--- config.mk ---
export PLATFORM = sky130hd
export DESIGN_NAME = fifo_read_ctrl
export DESIGN_NICKNAME = d
export VERILOG_FILES = /design/src/rtl/fifo_read_ctrl.sv
export SDC_FILE = /design/constraint.sdc
export NUM_CORES = 1
export LEC_CHECK = 0
export CORE_ASPECT_RATIO = 1.1
export CORE_UTILIZATION = 50
export CTS_BUF_LIST = sky130_fd_sc_hd__clkbuf_4
export CTS_CLUSTER_SIZE = 28
export DETAILED_ROUTE_END_ITERATION = 8
export PLACE_DENSITY = 0.75
export SYNTH_ARGS = -nofsm -noshare
export SYNTH_HDL_FRONTEND = slang
export SYNTH_SLANG_ARGS = --single-unit
--- constraint.sdc ---
create_clock -name r_clk -period 4 [get_ports r_clk]
set_input_delay 0.8 -clock r_clk [delete_from_list [all_inputs] [get_ports r_clk]]
set_output_delay 0.8 -clock r_clk [all_outputs]
set_load 0.03 [all_outputs]
--- src/rtl/fifo_read_ctrl.sv ---
`default_nettype none
// ==== fifo_read_ctrl | drains len words from the async-FIFO read port to a valid/ready skid buffer | Rev 1.0 ====
module fifo_read_ctrl #(
  parameter int DW = 32,
  parameter int LW = 16
) (
  input  logic          r_clk,
  input  logic          r_rstn,
  input  logic          start,
  input  logic [LW-1:0] len,
  output logic          busy,
  output logic          done,
  output logic [LW-1:0] word_cnt,
  output logic          r_en,
  input  logic          empty,
  input  logic [DW-1:0] r_data,
  output logic          m_valid,
  output logic [DW-1:0] m_data,
  input  logic          m_ready
);

  localparam logic [LW-1:0] CNT_ONE = {{(LW-1){1'b0}}, 1'b1};

  typedef enum logic [0:0] {
    IDLE = 1'b0,
    RUN  = 1'b1
  } state_t;

  state_t        state;
  state_t        state_nxt;
  logic [LW-1:0] len_q;
  logic [LW-1:0] issued;
  logic          inflight;
  logic [1:0]    skid_cnt;
  logic [DW-1:0] skid_tail;
  logic          pop;
  logic          accept;
  logic          clear_cnt;
  logic          done_nxt;
  logic [2:0]    occupancy;

  assign pop       = m_valid && m_ready;
  // Words that will be held (skid + in-flight) after this cycle's pop.
  assign occupancy = {1'b0, skid_cnt} + {2'b00, inflight} - {2'b00, pop};
  assign busy      = (state == RUN);

  always_comb begin
    state_nxt = state;
    r_en      = 1'b0;
    accept    = 1'b0;
    clear_cnt = 1'b0;
    done_nxt  = 1'b0;
    case (state)
      IDLE: begin
        if (start) begin
          clear_cnt = 1'b1;
          if (len == '0) begin
            done_nxt = 1'b1;
          end else begin
            accept    = 1'b1;
            state_nxt = RUN;
          end
        end
      end
      RUN: begin
        r_en = !empty && (issued != len_q) && (occupancy < 3'd2);
        if (pop && ((word_cnt + CNT_ONE) == len_q)) begin
          state_nxt = IDLE;
          done_nxt  = 1'b1;
        end
      end
      default: state_nxt = IDLE;
    endcase
  end

  always_ff @(posedge r_clk) begin
    if (!r_rstn) begin
      state <= IDLE;
    end else begin
      state <= state_nxt;
    end
  end

  always_ff @(posedge r_clk) begin
    if (!r_rstn) begin
      done      <= 1'b0;
      word_cnt  <= '0;
      len_q     <= '0;
      issued    <= '0;
      inflight  <= 1'b0;
      skid_cnt  <= 2'd0;
      skid_tail <= '0;
      m_valid   <= 1'b0;
      m_data    <= '0;
    end else begin
      done     <= done_nxt;
      inflight <= r_en;

      if (accept) begin
        len_q  <= len;
        issued <= '0;
      end else if (r_en) begin
        issued <= issued + CNT_ONE;
      end

      if (clear_cnt) begin
        word_cnt <= '0;
      end else if (pop) begin
        word_cnt <= word_cnt + CNT_ONE;
      end

      // The head entry lives directly in m_data so the output is registered.
      case ({inflight, pop})
        2'b10: begin
          if (skid_cnt == 2'd0) begin
            m_data <= r_data;
          end else begin
            skid_tail <= r_data;
          end
          skid_cnt <= skid_cnt + 2'd1;
          m_valid  <= 1'b1;
        end
        2'b01: begin
          m_data   <= skid_tail;
          skid_cnt <= skid_cnt - 2'd1;
          m_valid  <= (skid_cnt == 2'd2);
        end
        2'b11: begin
          if (skid_cnt == 2'd1) begin
            m_data <= r_data;
          end else begin
            m_data    <= skid_tail;
            skid_tail <= r_data;
          end
        end
        default: begin
        end
      endcase
    end
  end

endmodule
`default_nettype wire

# Word level (Yosys, flattened, before mapping)
# Cells that the tools add are included.
# op_classes
n_addsub,6
magnitude_cmp,1
eq_ne,10
n_mux,20
bitwise_logic,2
n_reduce_logical,14
# op_table
operator,count
32-bit 2-to-1 mux,4
32-bit one-hot mux with 3 select lines,1
32-bit one-hot mux with 2 select lines,1
"16-bit by 1-bit adder with 16-bit output, second input constant",2
16-bit equality test,1
16-bit logical NOT,1
16-bit inequality test,1
1-bit 2-to-1 mux,10
"2-bit equality test, second input constant",3
"2-bit inequality test, second input constant",3
1-bit one-hot mux with 2 select lines,3
"2-bit by 1-bit equality test with 1-bit output, second input constant",2
1-bit logical AND,4
2-bit one-hot mux with 2 select lines,1
2-bit nonzero test,2
2-bit OR reduction,2
2-bit by 1-bit adder with 3-bit output,1
"3-bit by 2-bit < comparator with 1-bit output, second input constant",1
3-bit AND reduction,1
3-bit nonzero test,1
3-bit by 1-bit subtractor with 3-bit output,1
"2-bit by 1-bit adder with 2-bit output, second input constant",1
2-bit logical NOT,1
1-bit inverter,2
3 further kinds,3
# word_totals
register_bits,118
inputBits,53
out_inout_bits,52
word_cells,63

# Depth between registers and ports, before layout
# Gate-level depths: netlist (run 1).
# logic_depth
ltp_word,5
ltp_mapped,11
ltp_nobuf,10

# Least setup slack after synthesis (run 1)
# OpenSTA, ideal clock, no wires.
# synth_timing
path_kind,in2out
from,input port m_ready
to,output port r_en
arrival_ns,2.914
t_required_ns,3.200
setup_slack_ns,0.286
cell_stages,9
path_buffers,1
path_cell_list,nand2_1 -> clkinv_1 -> ha_1 -> nor2_1 -> fa_1 -> nor2_1 -> nand3_1 -> clkbuf_1 -> nor2_1
# synth_via
elab_chain_len,5
# synth_lines
element,line_no,source
"start, declared",19,input logic m_ready
1-bit logical AND,42,assign pop = m_valid && m_ready;
named net pop,36,logic pop;
3-bit by 1-bit subtractor with 3-bit output,44,"assign occupancy = {1'b0, skid_cnt} + {2'b00, inflight} - {2'b00, pop};"
3-bit by 2-bit < comparator with 1-bit output,66,r_en = !empty && (issued != len_q) && (occupancy < 3'd2);
1-bit logical AND,66,
1-bit 2-to-1 mux,53,case (state)
"end, declared",14,"output logic r_en,"
# The timed path passes the listed nets, and every way through them passes these cells.

# Final worst setup path (run 1)
# Same ends and word-level chain as after synthesis.

==> out/qor.csv, run 1 <==
stage,metric,value,unit
critical_path,FF-to-FF Start,m_valid$_SDFFE_PN0P_,
critical_path,CP arrival,2.89,ns
clock_tree,clk slew on worst S/H paths,0.11,ns
power_and_ir_drop,Tot Pwr,2.531,mW
sta,relative slew slack,0.4654,
logic_synthesis,Compound-Gate Fraction of Synth Area,0.2030,
clock_tree,worst skew pair latency,0.50,ns
critical_path,R2R Setup Slk,1.35,ns
route,Iteration-0 DRC Markers,271,
final_layout,area grow syn2layout,23.63,%
logic_synthesis,post-synth top area share,0.4081,
final_layout,fraction of layout cells with a size suffix above 1,0.07633,
placed_design,Detail Placement HPWL,9.944,mm
power_and_ir_drop,Net Sw Power,0.7679,mW
logic_synthesis,post-synthesis simple-gate area fraction,0.2155,
global_routing,Total GRT Usage,0.2451,
logic_synthesis,Syn Area/Cell,8.613,µm²
placed_design,Place WS,0.2973,ns
logic_synthesis,syn_nets,736,
sta,setup TNS,0,ns
sta,Worst Tran Pin Value,0.8018,ns
critical_path,Setup crit start kind,primary input,
power_and_ir_drop,Worst VDD drop,0.2604,mV
power_and_ir_drop,Reg power frac,0.508,
critical_path,Setup crit end kind,output port,
route,Vias,5151,
hold_path,worst hold path type,register to register,
hold_path,Hold Path Depth,2,
critical_path,Crit Path Class,primary input to output port,
power_and_ir_drop,internal power,1.763,mW
critical_path,WP data required,3.20,ns
sta,fin worst setup slack,0.3072,ns
final_layout,fin cells,920,
logic_synthesis,Mapped Cells,672,
hold_path,worst hold path endpoint,skid_tail[26]$_SDFFE_PN0P_,
logic_synthesis,Async SR Flop Fraction,0,
logic_synthesis,Main synth FF type,dfxtp_1,
power_and_ir_drop,clock share of power,0.301,
clock_tree,CTS Buf Count,17,
clock_tree,clock sinks,118,
floorplanning,Die W,104.6,µm
clock_tree,CTS Hold Bufs,0,
clock_tree,TritonCTS clock tree,done,
clock_tree,clk root buf,clkbuf_4,
logic_synthesis,mapped cell area,5788,µm²
floorplanning,I/O pin total,105,
floorplanning,Starting Density,0.5209,
sta,final worst path period share,0.9232,
final_layout,Ant. Diodes,0,
run,max cap viols,0,
sta,FMAX,270.8,MHz
global_routing,grt ovf,0,
power_and_ir_drop,Lkg Pwr,2.775,nW
floorplanning,Chip Height,114.8,µm
logic_synthesis,largest family of logic cells by synthesized area,simple AND/OR/NAND/NOR gates,
logic_synthesis,synth top area cells,"dfxtp_1 (41%), nand2_1 (9.7%), xnor2_1 (7.7%)",
logic_synthesis,xor and xnor area share after synthesis,0.09836,
critical_path,RR Endpoint,issued[13]$_SDFFE_PP0P_,
critical_path,depth of the most critical reg-to-reg path,11,
clock_tree,Clock H-tree levels,4,
global_routing,first-pass GRT wire length,23.74,mm
sta,setup violators final,0,
logic_synthesis,"EDFF count, synth",0,
logic_synthesis,yosys warns,0,
logic_synthesis,post-synthesis mux area share,0.003675,
floorplanning,die area,12010,µm²
global_routing,initial antenna violation count,0,
placed_design,Placer Congestion,0.8437,
clock_tree,cts repair resizes,0,
clock_tree,Max clock buf depth,2,
route,WL final,14.38,mm
logic_synthesis,synthesized flop and latch total,118,
sta,unrepaired setup endpoints after global routing,no,
logic_synthesis,post-synthesis adder-cell area fraction,0.02508,
final_layout,post-layout net count,824,
status,status,"complete, no violations",
hold_path,hold_sp,skid_tail[26]$_SDFFE_PN0P_,
route,Routed Antenna Nets,0,
logic_synthesis,Netlist cell types,58,
global_routing,vias in the first global route,4941,
sta,Fin. Hold Viols,0,
floorplanning,Core Region,11110,µm²
logic_synthesis,most numerous cell in the Yosys netlist,nand2_1,
route,First-pass DRT Iterations,5,
critical_path,"Max FO, Critical Path",2,
logic_synthesis,post-synthesis sequential area ratio,0.4081,
placed_design,placed insts,888,
global_routing,largest net degree at the start of global routing,65,
power_and_ir_drop,Comb power frac,0.192,
sta,"Slew Viols, Final",0,
logic_synthesis,Synth top cells by count,"nand2_1 (150), dfxtp_1 (118), xnor2_1 (51), a21boi_0 (49), o211a_1 (34)",
power_and_ir_drop,Switching Share,0.3035,
sta,Final Skew,0.01572,ns
route,vias per inst,5.599,
sta,min Tclk post-route,3.693,ns
power_and_ir_drop,pwr dens,353.6,nW/µm²
clock_tree,Post-CTS Setup Bufs,0,
logic_synthesis,"area leader, netlist",dfxtp_1,
route,WL/cell,15.63,µm
route,residual DRC count,0,
placed_design,PortBufs,104,
floorplanning,row cnt,40,
==> power groups by stage <==
stage,registers [mW],logic [mW],clock network (mW)
3_5_place_dp,1.31,0.485,0
3_3_place_gp,1.31,0.476,0
4_1_cts,1.28,0.487,0.779
5_1_grt,1.29,0.523,0.838
6_report,1.28,0.486,0.761
2_1_floorplan,1.37,0.221,0
==> layer usage <==
layer | track usage | vias up | wire length, µm
met2 | 0.4322 | 164 | 7075
met1 | 0.2829 | 2451 | 6140
met3 | 0.06633 | 24 | 851
met4 | 0.1005 | 0 | 309
met5 | 0 | - | 0
li1 | - | 2512 | -
==> cell type report <==
| class | instances | area, µm² |
|---|---|---|
| Clock buffer | 18 | 135.1 |
| Inverter | 15 | 56.30 |
| Clock inverter | 14 | 112.6 |
| Multi-Input combinational cell | 493 | 3177 |
| Tap cell | 147 | 183.9 |
| Fill cell | 971 | 3955 |
| Sequential cell | 118 | 2362 |
| Timing Repair Buffer | 115 | 1129 |
==> cells by family (layout without fill, tap and decap cells) <==
family | count (synthesis) | count (layout)
buffers and inverters | 61 | 162
adder cells (fa/ha/maj) | 11 | 11
XOR/XNOR | 65 | 65
AO/OA/AOI/OAI | 153 | 153
flip-flops | 118 | 118
multiplexers | 2 | 2
AND/OR/NAND/NOR | 262 | 262
==> layout by cell type (no fill, tap or decap), types with 4 or more instances in the layout <==
cell             instances
nand2_1                150
dfxtp_1                118
clkdlybuf4s50_1        102
xnor2_1                 51
a21boi_0                49
o211a_1                 34
nor2_1                  33
a22oi_1                 33
clkbuf_4                18
xor2_1                  14
inv_1                   13
nand4_1                 12
nor4_1                  12
nand3_1                 11
o21ai_0                 11
a21oi_1                 11
buf_4                   11
ha_1                    10
nor3_1                   8
or3_1                    5
nor4b_1                  5
clkinvlp_4               5
clkinv_1                 4
clkinv_2                 4
==> sequential cells by signal, indices dropped and copies added, names as in the netlist, 2 cells and up <==
signal,count
m_data,32
skid_tail,32
issued,16
len_q,16
word_cnt,16
skid_cnt,2
==> worst max path at each step <==
stage / cells past startpoint / startpoint / to
after global routing: 10 / m_ready / r_en
after CTS: 10 / m_ready / r_en
after floorplan: 9 / m_ready / r_en
final: 10 / m_ready / r_en
after detailed placement: 10 / m_ready / r_en
after global placement: 10 / m_ready / r_en
==> worst max-delay path, stage by stage <==
cell	delay, ns
clkdlybuf4s50_1	0.40
nand2_1	0.10
clkinv_1	0.09
ha_1	0.27
nor2_1	0.12
fa_1	0.43
nor2_1	0.09
nand3_1	0.15
nor2_1	0.28
buf_12	0.16
==> per-stage QoR <==
stage	area, µm²	util	hold WS, ns
floorplan	5788	-	0.4431
global placement	6908	0.6217	0.4493
detailed placement	6908	0.6217	0.4579
CTS	7156	0.6440	0.4738
global route	7156	0.6440	0.4951
finish	7156	0.6440	0.4708
Power figures use the tool's default switching activity.
==> run 2: changes to the inputs <==
--- a/config.mk
+++ b/config.mk
@@ -6,11 +6,11 @@
 export NUM_CORES = 1
 export LEC_CHECK = 0
 export CORE_ASPECT_RATIO = 1.1
-export CORE_UTILIZATION = 50
+export CORE_UTILIZATION = 55
 export CTS_BUF_LIST = sky130_fd_sc_hd__clkbuf_4
 export CTS_CLUSTER_SIZE = 28
 export DETAILED_ROUTE_END_ITERATION = 8
-export PLACE_DENSITY = 0.75
+export PLACE_DENSITY = 0.81
 export SYNTH_ARGS = -nofsm -noshare
 export SYNTH_HDL_FRONTEND = slang
 export SYNTH_SLANG_ARGS = --single-unit
==> out/qor.csv, run 2 (synthesized netlist as in run 1, its figures left out) <==
stage,metric,value,unit,change
status,status,"complete, no violations",,
placed_design,dpl cell area,6894,µm²,-0.20%
power_and_ir_drop,Net Sw Power,0.7180,mW,-6.5%
placed_design,Placer Congestion,0.8421,,-0.19%
final_layout,Ant. Diodes,0,,unchanged
sta,"Slew Viols, Final",0,,unchanged
clock_tree,CTS Hold Bufs,0,,unchanged
route,vias per inst,5.673,,+1.3%
sta,Fin. Hold Viols,0,,unchanged
critical_path,Crit Path Class,primary input to output port,,
critical_path,WP data required,3.20,ns,about the same
clock_tree,clock sinks,118,,unchanged
final_layout,most frequent cells in the layout,"nand2_1 (150), dfxtp_1 (118), clkdlybuf4s50_1 (102)",,
power_and_ir_drop,Reg power frac,0.532,,+0.024
sta,Worst Tran Pin Value,0.6629,ns,-0.1389 ns
route,residual DRC count,0,,unchanged
clock_tree,cts repair resizes,0,,unchanged
floorplanning,Core Region,10030,µm²,-9.7%
clock_tree,TritonCTS clock tree,done,,
power_and_ir_drop,Lkg Pwr,2.764,nW,-0.38%
route,First-pass DRT Iterations,5,,unchanged
sta,setup TNS,0,ns,unchanged
sta,FMAX,277.5,MHz,+2.5%
floorplanning,row cnt,38,,-5.0%
final_layout,"most common cell after layout, fill and taps aside",nand2_1,,
global_routing,largest net degree at the start of global routing,65,,unchanged
power_and_ir_drop,clock share of power,0.268,,-0.033
sta,relative slew slack,0.5581,,+0.09263
floorplanning,I/O pin total,105,,unchanged
clock_tree,Max clock buf depth,2,,unchanged
sta,Final Skew,0.009739,ns,-0.005984 ns
route,Vias,5162,,+0.21%
critical_path,Setup crit start kind,primary input,,
power_and_ir_drop,internal power,1.696,mW,-3.8%
global_routing,first-pass GRT wire length,23.00,mm,-3.1%
clock_tree,clk root buf,clkbuf_4,,
critical_path,Setup crit end kind,output port,,
final_layout,fraction of layout cells with a size suffix above 1,0.07143,,-0.004897
final_layout,area grow syn2layout,22.37,%,
power_and_ir_drop,Comb power frac,0.200,,+0.008
global_routing,Total GRT Usage,0.2677,,+0.02259
critical_path,CP arrival,2.80,ns,-0.09 ns
placed_design,placed insts,882,,-0.68%
clock_tree,CTS Buf Count,17,,unchanged
floorplanning,Chip Height,109.6,µm,-4.6%
final_layout,Largest regs,"m_data: 32 flops, skid_tail: 32 flops",,
sta,fin worst setup slack,0.3966,ns,+0.08937 ns
floorplanning,Die W,99.81,µm,-4.6%
route,WL final,14.15,mm,-1.6%
power_and_ir_drop,Worst VDD drop,0.2455,mV,-5.7%
clock_tree,worst skew pair latency,0.52,ns,+0.02 ns
floorplanning,die area,10940,µm²,-8.9%
power_and_ir_drop,Tot Pwr,2.414,mW,-4.6%
critical_path,"Max FO, Critical Path",2,,unchanged
final_layout,Final Instance Area,7083,µm²,-1.0%
power_and_ir_drop,pwr dens,340.8,nW/µm²,-3.6%
sta,setup violators final,0,,unchanged
placed_design,PortBufs,104,,unchanged
sta,final worst path period share,0.9009,,-0.02234
sta,unrepaired setup endpoints after global routing,no,,
clock_tree,clk slew on worst S/H paths,0.09,ns,-0.02 ns
run,max cap viols,0,,unchanged
route,Iteration-0 DRC Markers,158,,-42%
hold_path,worst hold path type,register to register,,
final_layout,fin cells,910,,-1.1%
route,WL/cell,15.55,µm,-0.52%
placed_design,Detail Placement HPWL,9.873,mm,-0.71%
placed_design,Place WS,0.3770,ns,+0.07964 ns
sta,min Tclk post-route,3.603,ns,-0.08937 ns
floorplanning,Starting Density,0.5770,,+0.05601
power_and_ir_drop,Switching Share,0.2975,,-0.005974
global_routing,initial antenna violation count,0,,unchanged
global_routing,vias in the first global route,5005,,+1.3%
final_layout,post-layout net count,825,,+0.12%
clock_tree,Post-CTS Setup Bufs,0,,unchanged
global_routing,grt ovf,0,,unchanged
route,Routed Antenna Nets,0,,unchanged
clock_tree,Clock H-tree levels,4,,unchanged
## run 2: worst paths after layout
kind	start	to	slack, ns	cells past startpoint
worst max-delay path	m_ready	r_en	0.40	10
worst min-delay path	skid_tail[11]$_SDFFE_PN0P_	skid_tail[11]$_SDFFE_PN0P_	0.47	2
worst max register to register	m_valid$_SDFFE_PN0P_	issued[13]$_SDFFE_PP0P_	1.37	11
worst min register to register	skid_tail[11]$_SDFFE_PN0P_	skid_tail[11]$_SDFFE_PN0P_	0.47	2
## run 2: final cells by class
class | instances | area, µm²
inverter | 15 | 56.30
clock buffer | 20 | 150.1
clock inverter | 8 | 38.79
multi-input combinational | 493 | 3177
sequential | 118 | 2362
timing repair buffer | 116 | 1124
fill | 802 | 2949
tap | 140 | 175.2
## run 2: metrics by stage
stage / utilization / hold WS (ns)
final: 0.7060 / 0.4687
after global routing: 0.7060 / 0.4890
after CTS: 0.7060 / 0.4690
after detailed placement: 0.6872 / 0.4558
after global placement: 0.6872 / 0.4500
after floorplan: - / 0.4431
## run 2: worst max-delay path, cell delays in order
cell and delay (ns):
clkdlybuf4s50_1 0.40, nand2_1 0.09, clkinv_1 0.10, ha_1 0.28, nor2_1 0.11, fa_1 0.41
nor2_1 0.10, nand3_1 0.15, nor2_1 0.18, buf_4 0.18
## run 2: layer usage
metal / GRT usage / up-vias / wire length, µm
met3: 0.08455 / 22 / 972
met2: 0.4719 / 163 / 7170
met5: 0 / - / 0
met1: 0.3013 / 2459 / 5717
li1: - / 2518 / -
met4: 0.1050 / 0 / 286
## run 2: power groups by stage
stage | logic (mW) | registers, mW | clock network (mW)
6_report | 0.484 | 1.28 | 0.646
5_1_grt | 0.522 | 1.29 | 0.711
4_1_cts | 0.486 | 1.28 | 0.662
3_5_place_dp | 0.483 | 1.31 | 0
3_3_place_gp | 0.472 | 1.31 | 0
2_1_floorplan | 0.221 | 1.37 | 0
